## src/rtl/tile_index_sequencer.sv

```systemverilog
// tile_index_sequencer: walks the (i, j, l) block-index space of C = A x B.
// For each output block (i, j) it emits A(i,l), B(l,j) for every l, then
// C(i,j). Requests go out on a registered valid/ready handshake.
module tile_index_sequencer #(
  parameter int index_width = 8
) (
  input  logic                   i_Clk,
  input  logic                   i_Reset,
  input  logic                   i_Start,
  input  logic [31:0]            i_Config,
  input  logic                   i_Ready,
  output logic                   o_Valid,
  output logic [index_width-1:0] o_Row_Index,
  output logic [index_width-1:0] o_Column_Index,
  output logic [2:0]             o_Type,
  output logic                   o_Last_Term,
  output logic                   o_Busy,
  output logic                   o_Done
);

  typedef enum logic [2:0] {IDLE, EMIT_A, EMIT_B, EMIT_C, DONE} state_t;

  localparam logic [2:0]             T_A = 3'b001;
  localparam logic [2:0]             T_B = 3'b010;
  localparam logic [2:0]             T_C = 3'b100;
  localparam logic [index_width-1:0] ONE = index_width'(1);
  localparam logic [index_width-1:0] ZERO = '0;

  state_t                 state;
  logic [index_width-1:0] mu_q, gamma_q, lambda_q;
  logic [index_width-1:0] i_q, j_q, l_q;
  logic [index_width-1:0] cfg_mu, cfg_gamma, cfg_lambda;
  logic                   unused_cfg;
  logic                   xfer, l_end, j_end, i_end;

  assign cfg_mu     = index_width'(i_Config[23:16]);
  assign cfg_gamma  = index_width'(i_Config[15:8]);
  assign cfg_lambda = index_width'(i_Config[7:0]);
  assign unused_cfg = ^i_Config[31:24];

  // Counters compare against dim-1 so dim = 2^index_width-1 never wraps.
  assign xfer  = o_Valid & i_Ready;
  assign l_end = (l_q == mu_q - ONE);
  assign j_end = (j_q == gamma_q - ONE);
  assign i_end = (i_q == lambda_q - ONE);

  // Walk FSM; every output is a register loaded with the next request.
  always_ff @(posedge i_Clk) begin
    if (i_Reset) begin
      state          <= IDLE;
      mu_q           <= '0;
      gamma_q        <= '0;
      lambda_q       <= '0;
      i_q            <= '0;
      j_q            <= '0;
      l_q            <= '0;
      o_Valid        <= 1'b0;
      o_Row_Index    <= '0;
      o_Column_Index <= '0;
      o_Type         <= '0;
      o_Last_Term    <= 1'b0;
      o_Busy         <= 1'b0;
      o_Done         <= 1'b0;
    end else begin
      o_Done <= 1'b0;
      case (state)
        IDLE: if (i_Start) begin
          mu_q     <= cfg_mu;
          gamma_q  <= cfg_gamma;
          lambda_q <= cfg_lambda;
          i_q      <= '0;
          j_q      <= '0;
          l_q      <= '0;
          o_Busy   <= 1'b1;
          if (cfg_mu == ZERO || cfg_gamma == ZERO || cfg_lambda == ZERO) begin
            // Empty product: no requests, just the completion pulse.
            state  <= DONE;
            o_Done <= 1'b1;
          end else begin
            state          <= EMIT_A;
            o_Valid        <= 1'b1;
            o_Row_Index    <= '0;
            o_Column_Index <= '0;
            o_Type         <= T_A;
            o_Last_Term    <= (cfg_mu == ONE);
          end
        end
        EMIT_A: if (xfer) begin
          // B(l, j) pairs with the A(i, l) just accepted; same l, same last flag.
          state          <= EMIT_B;
          o_Row_Index    <= l_q;
          o_Column_Index <= j_q;
          o_Type         <= T_B;
        end
        EMIT_B: if (xfer) begin
          if (!l_end) begin
            state          <= EMIT_A;
            l_q            <= l_q + ONE;
            o_Row_Index    <= i_q;
            o_Column_Index <= l_q + ONE;
            o_Type         <= T_A;
            o_Last_Term    <= (l_q + ONE == mu_q - ONE);
          end else begin
            state          <= EMIT_C;
            l_q            <= '0;
            o_Row_Index    <= i_q;
            o_Column_Index <= j_q;
            o_Type         <= T_C;
            o_Last_Term    <= 1'b0;
          end
        end
        EMIT_C: if (xfer) begin
          if (!j_end) begin
            state          <= EMIT_A;
            j_q            <= j_q + ONE;
            o_Row_Index    <= i_q;
            o_Column_Index <= '0;
            o_Type         <= T_A;
            o_Last_Term    <= (mu_q == ONE);
          end else if (!i_end) begin
            state          <= EMIT_A;
            j_q            <= '0;
            i_q            <= i_q + ONE;
            o_Row_Index    <= i_q + ONE;
            o_Column_Index <= '0;
            o_Type         <= T_A;
            o_Last_Term    <= (mu_q == ONE);
          end else begin
            // Index/type outputs keep their last value; o_Valid qualifies them.
            state   <= DONE;
            j_q     <= '0;
            o_Valid <= 1'b0;
            o_Done  <= 1'b1;
          end
        end
        DONE: begin
          state  <= IDLE;
          o_Busy <= 1'b0;
        end
        default: state <= IDLE;
      endcase
    end
  end

endmodule

```

## config.mk

```make
export PLATFORM = sky130hd
export DESIGN_NAME = tile_index_sequencer
export DESIGN_NICKNAME = d
export VERILOG_FILES = /design/src/rtl/tile_index_sequencer.sv
export SDC_FILE = /design/constraint.sdc
export NUM_CORES = 1
export LEC_CHECK = 0
export CAP_MARGIN = 20
export CELL_PAD_IN_SITES_DETAIL_PLACEMENT = 2
export CELL_PAD_IN_SITES_GLOBAL_PLACEMENT = 2
export CORE_MARGIN = 2
export CORE_UTILIZATION = 35
export CTS_CLUSTER_DIAMETER = 30
export DETAILED_ROUTE_END_ITERATION = 10
export GPL_TIMING_DRIVEN = 0
export PLACE_DENSITY_LB_ADDON = 0.1
export SYNTH_ARGS = -nofsm -noshare
export SYNTH_HDL_FRONTEND = slang
export SYNTH_SLANG_ARGS = --single-unit
```

## constraint.sdc

```tcl
create_clock -name i_Clk -period 7.65 [get_ports i_Clk]
set_input_delay 0.765 -clock i_Clk [delete_from_list [all_inputs] [get_ports i_Clk]]
set_output_delay 0.765 -clock i_Clk [all_outputs]
set_load 0.05 [all_outputs]
```

==> run_results.csv, run 1 <==
group,metric,value,unit
clock_network,cts_hold_buffers,0,
floorplanning,coreArea,12600,um2
clock_network,cts_max_level,3,
clock_network,clk_latency,0.35,ns
yosys,synth_seq_cells,74,
power_and_ir_drop,power_frac_seq,40.4,%
cells_and_area,fin_nets,663,
clock_network,clkTransAtPathRegs,0.06,ns
critical_path,startpoint_type,"flop",
sta,slew_headroom,54.2,%
power_and_ir_drop,finalPower,1.05,mW
clock_network,cts_buffers,9,
drt,antenna_left,0,
power_and_ir_drop,pwr-share-clk,36.7,%
clock_network,postCtsSetupRepairBufs,0,
power_and_ir_drop,switching_share,32.1,%
sta,rsz0062_at_grt,"false",
floorplanning,io_pins,59,
yosys,synth_cell_types,76,
yosys,synth_top_area_cell,"dfxtp_1",
yosys,synth_warnings,0,
global_routing,grt_pass1_vias,4858,
floorplanning,die_h,117,um
cells_and_area,syn2layout_area_growth,21.5,%
clock_network,clockBufferDepth,2,
clock_network,root_buffer,"clkbuf_16",
floorplanning,dieArea,13800,um2
placed_design,portBuffers,49,
floorplanning,row_count,41,
drt,firstDrtPassIters,4,
global_routing,grt_antenna_before_repair,0,
floorplanning,start_util,35.7,%
yosys,syn-num-nets,602,
yosys,synth-edff-count,0,
critical_path,critical_path_arrival,3.50,ns
sta,finalCritPeriodShare,42.7,%
run_status,status,"completed",
yosys,synthTopCellsByCount,"nand2_1, dfxtp_1, a21oi_1",
sta,drv_slew,0,
sta,worstMarginPinSlew,0.686,ns
clock_network,clkSinkCount,74,
yosys,synth_top_area_share,33.0,%
power_and_ir_drop,switching_power,336,uW
power_and_ir_drop,ir_drop,0.100,mV
drt,drt_iter0_markers,213,
power_and_ir_drop,combPwrFrac,22.9,%
yosys,synth_most_common_cell,"nand2_1",
drt,drcViolationCount,0,
power_and_ir_drop,intPower,710,uW
clock_network,cts_tree,"yes",
global_routing,grt_pass1_wl,26800,um
drt,wl_per_cell,20.6,um
placed_design,hpwlAfterDp,12700,um
critical_path,r2r_slack,4.38,ns
drt,drt-total-wl,16400,um
critical_path,crit_required,7.89,ns
critical_path,crit_fanout,9,
drt,avgViaCountPerCell,5.53,
global_routing,grt_max_degree,12,
drt,dr_total_vias,4401,
yosys,synth_ff_type,"dfxtp_1",
power_and_ir_drop,pwr_density_cell,192,nW/um2
sta,finalWorstPathRequiredPeriod,3.27,ns
critical_path,end_kind,"flop",
power_and_ir_drop,leakage,1.86,nW
sta,fmax,306,MHz
sta,setup_violations,0,
sta,final-hold-violation-count,0,
sta,fin_tns_setup,0,ns
cells_and_area,layout-drive-gt1-share,7.21,%
hold_path,hp-class,"flop to flop",
yosys,avgSynthCellArea,8.04,um2
global_routing,grt_use_total,24.8,%
yosys,yosysSeqAreaShare,33.0,%
yosys,async_flop_share,0,%
yosys,synthCells,559,
sta,fin_skew,0.00619,ns
placed_design,gp_congestion,0.882,
floorplanning,chipWidth,117,um
critical_path,path_class,"flop to flop",
cells_and_area,antenna_cells,0,
clock_network,postCtsResizedCells,0,
flow_run,maxCapViolCount,0,
global_routing,grt_overflow_total,0,
yosys,synth.area.top_cells,"dfxtp_1, nand2_1, a21oi_1",
yosys,synth_area,4490,um2
-- stage by stage --
| step | cells | worst slack (ns) | hold WS [ns] | instance area (um2) | util [%] |
|---|---|---|---|---|---|
| floorplan | 559 | 5.01 | 0.448 | 4490 | - |
| global placement | 780 | 4.16 | 0.449 | 5200 | 41.4 |
| detailed placement | 780 | 4.03 | 0.457 | 5200 | 41.4 |
| CTS | 795 | 4.39 | 0.472 | 5450 | 43.4 |
| global route | 796 | 4.19 | 0.494 | 5460 | 43.4 |
| finish | 796 | 4.38 | 0.469 | 5460 | 43.4 |
-- cells by family after synthesis --
| family | share of synthesized area, % |
|---|---|
| xor+xnor | 10.8 |
| compound gates | 21.7 |
| fa+ha+maj | 1.95 |
| mux | 0.975 |
| flops | 33.0 |
| buf+inv | 5.18 |
| simple gates | 26.5 |
-- worst max-delay path, stage by stage, from the launching register on --
cell	delay (ns)
dfxtp_1	0.37
inv_1	0.09
ha_1	0.18
or3b_2	0.51
nor3_1	0.39
xor3_1	0.32
or3_1	0.44
o31ai_4	0.51
nand2_1	0.17
o211a_1	0.16
-- cell type report --
type | count | area (um2)
multi-input combinational | 433 | 2780
buffer | 37 | 176
inverter | 15 | 56.3
clock buffer | 12 | 236
fill | 1445 | 7110
tap | 172 | 215
timing repair buffer | 50 | 498
sequential | 74 | 1480
clock inverter | 3 | 17.5
-- layout by cell type (no fill, tap or decap), types with 5 or more instances in the layout --
cell type / n
nand3_1: 22
a21oi_1: 53
nor2_1: 41
o211ai_1: 6
a32oi_1: 5
nor4_1: 6
clkbuf_16: 9
clkdlybuf4s50_1: 49
xor2_1: 23
ha_1: 7
clkbuf_1: 31
o2bb2ai_1: 13
nor2b_1: 7
nand3b_1: 7
dfxtp_1: 74
nand2b_1: 5
inv_1: 15
nand4_1: 8
and3_1: 8
nand2_1: 84
nor3_1: 22
o21ai_0: 11
xnor2_1: 27
-- sequential cells by signal, summed over array words and instances (netlist names) --
name	cells
lambda_q	8
l_q	8
o_Done	1
state	3
j_q	8
o_Busy	1
mu_q	8
o_Valid	1
o_Last_Term	1
o_Type	3
o_Row_Index	8
o_Column_Index	8
i_q	8
gamma_q	8
-- metal layers --
layer | vias up | GRT usage (%) | wire length, um
met4 | 0 | 8.21 | 301
met5 | - | 0 | 0
li1 | 2122 | - | -
met3 | 19 | 4.86 | 491
met2 | 66 | 44.2 | 8460
met1 | 2194 | 30.0 | 7160
-- final timing paths --
path                    end  cells past startpoint            from
max reg2reg       o_Type[0]                      9         mu_q[0]
max               o_Type[0]                      9         mu_q[0]
min          o_Row_Index[2]                      1  o_Row_Index[2]
min reg2reg  o_Row_Index[2]                      1  o_Row_Index[2]
-- power groups by stage --
stage	sequential, mW	combinational [mW]	clock, mW
after global routing	0.425	0.262	0.417
after detailed placement	0.430	0.236	0
after CTS	0.422	0.239	0.398
after global placement	0.429	0.225	0
final	0.422	0.240	0.384
after floorplan	0.437	0.148	0
(Power assumes the default switching activity.)
==> inputs of run 2 (changes only) <==
--- a/config.mk
+++ b/config.mk
@@ -9,7 +9,7 @@
 export CELL_PAD_IN_SITES_DETAIL_PLACEMENT = 2
 export CELL_PAD_IN_SITES_GLOBAL_PLACEMENT = 2
 export CORE_MARGIN = 2
-export CORE_UTILIZATION = 35
+export CORE_UTILIZATION = 33
 export CTS_CLUSTER_DIAMETER = 30
 export DETAILED_ROUTE_END_ITERATION = 10
 export GPL_TIMING_DRIVEN = 0
==> constraint.sdc (replaced) <==
create_clock -name i_Clk -period 3.25 [get_ports i_Clk]
set_input_delay 0.325 -clock i_Clk [delete_from_list [all_inputs] [get_ports i_Clk]]
set_output_delay 0.325 -clock i_Clk [all_outputs]
set_load 0.05 [all_outputs]
==> run_results.csv, run 2 (synthesis results as in run 1) <==
group,metric,value,unit
drt,drcViolationCount,0,
critical_path,path_cells,"xnor2_1 > and4b_1 > a311o_1 > a31oi_1 > o21ai_2 > nand3b_1 > mux2_2",
floorplanning,die_h,121,um
global_routing,grt_antenna_before_repair,0,
placed_design,gp_congestion,0.867,
cells_and_area,seqCellArea,1480,um2
critical_path,crit_required,3.49,ns
power_and_ir_drop,leakage,1.90,nW
critical_path,critical_path_arrival,3.22,ns
clock_network,root_buffer,"clkbuf_16",
sta,slew_headroom,38.1,%
drt,drt-total-wl,16300,um
hold_path,hp-class,"primary input to flop",
critical_path,crit_family,"compound AO/OA/AOI/OAI gates",
cells_and_area,final_common_cell,"nand2_1",
clock_network,clkTransAtPathRegs,0.06,ns
sta,fin_skew,0.00715,ns
floorplanning,start_util,33.8,%
clock_network,clockBufferDepth,2,
clock_network,clkSinkCount,74,
sta,finalWorstPathRequiredPeriod,2.98,ns
placed_design,place_ws,0.121,ns
sta,fin_tns_setup,0,ns
flow_run,maxCapViolCount,0,
placed_design,hpwlAfterDp,12800,um
global_routing,grt_pass1_wl,26300,um
clock_network,cts_buffers,9,
global_routing,grt_max_degree,13,
floorplanning,dieArea,14600,um2
global_routing,grt_use_total,23.7,%
sta,layout_setup_ws,0.266,ns
cells_and_area,layout-drive-gt1-share,7.69,%
floorplanning,coreArea,13300,um2
clock_network,cts_max_level,3,
clock_network,cts_tree,"yes",
critical_path,path_buf_inv,0,
power_and_ir_drop,pwr_density_cell,476,nW/um2
clock_network,clk_latency,0.34,ns
sta,hold_ws,0.372,ns
sta,setup_violations,0,
cells_and_area,syn2layout_area_growth,23.5,%
drt,firstDrtPassIters,4,
cells_and_area,fin_nets,663,
drt,wl_per_cell,20.4,um
critical_path,cpPeakStageDelay,0.69,ns
sta,fmax,335,MHz
critical_path,startpoint_type,"flop",
critical_path,path_class,"flop to flop",
drt,drt_iter0_markers,213,
sta,final-hold-violation-count,0,
cells_and_area,antenna_cells,0,
power_and_ir_drop,ir_drop,0.237,mV
clock_network,cts_hold_buffers,0,
critical_path,crit_fanout,8,
drt,dr_total_vias,4416,
global_routing,grt_overflow_total,0,
run_status,status,"completed",
cells_and_area,multi_input_area,2780,um2
sta,finalCritPeriodShare,91.8,%
placed_design,portBuffers,49,
sta,worstMarginPinSlew,0.924,ns
cells_and_area,post-route-util,41.7,%
cells_and_area,most-common-layout-cells,"nand2_1, dfxtp_1, a21oi_1, clkdlybuf4s50_1, nor2_1",
critical_path,end_kind,"flop",
drt,antenna_left,0,
floorplanning,chipWidth,121,um
floorplanning,row_count,42,
critical_path,slowest_stage,"a31oi_1",
floorplanning,io_pins,59,
sta,drv_slew,0,
drt,avgViaCountPerCell,5.52,
cells_and_area,n_fill_cell,1505,
global_routing,grt_pass1_vias,4755,
sta,rsz0062_at_grt,"false",
-- run 2: cell types whose count changed in the layout (fill, tap and decap cells not counted), sizes merged --
| cell | previous run | this run |
|---|---|---|
| clkinv | 2 | 1 |
| bufinv | 0 | 2 |
| clkbuf | 40 | 39 |
-- run 2: final timing paths --
kind	startpoint	endpoint	slack, ns	depth (start not counted)
setup reg to reg	j_q[7]	i_q[7]	0.27	7
hold / removal	i_Reset	o_Row_Index[7]	0.37	3
hold reg to reg	o_Row_Index[1]	o_Row_Index[1]	0.46	1
setup / recovery	j_q[7]	i_q[7]	0.27	7
-- run 2: report_power, final --
group	total (mW)	internal [mW]	switching [mW]
logic	0.565	0.219	0.346
registers	0.993	0.944	0.0484
clock network	1.08	0.690	0.394
-- run 2: per-layer routing --
layer	vias to the layer above	routed length (um)	GRT usage, %
met5	-	0	0
met4	0	295	7.12
met3	27	574	4.53
met2	76	7890	40.5
met1	2195	7550	30.2
li1	2118	-	-
-- run 2: layout make-up --
class	instances	share of cell area, %
Clock buffer	11	4.38
Tap cell	176	3.97
Buffer	37	3.18
Inverter	15	1.01
Sequential cell	74	26.7
Timing Repair Buffer	50	9.20
Clock inverter	4	1.38
Multi-Input combinational cell	433	50.2
-- run 2: repair_timing --
action	4_1_cts	5_1_grt
setup endpoints to repair	0	14
gates resized for setup	0	1
buffers inserted	0	1
-- run 2: worst reg2reg max path, stage by stage, from the launching register on --
cell and delay (ns):
dfxtp_1 0.35, xnor2_1 0.35, and4b_1 0.25, a311o_1 0.29, a31oi_1 0.69, o21ai_2 0.29, nand3b_1 0.29, mux2_2 0.36
-- run 2: per-stage QoR --
step	cells	power, mW	area (um2)
detailed placement	784	1.57	5200
finish	800	2.64	5550
CTS	799	2.66	5520
global placement	784	1.54	5200
floorplan	559	1.38	4490
global route	800	2.77	5550
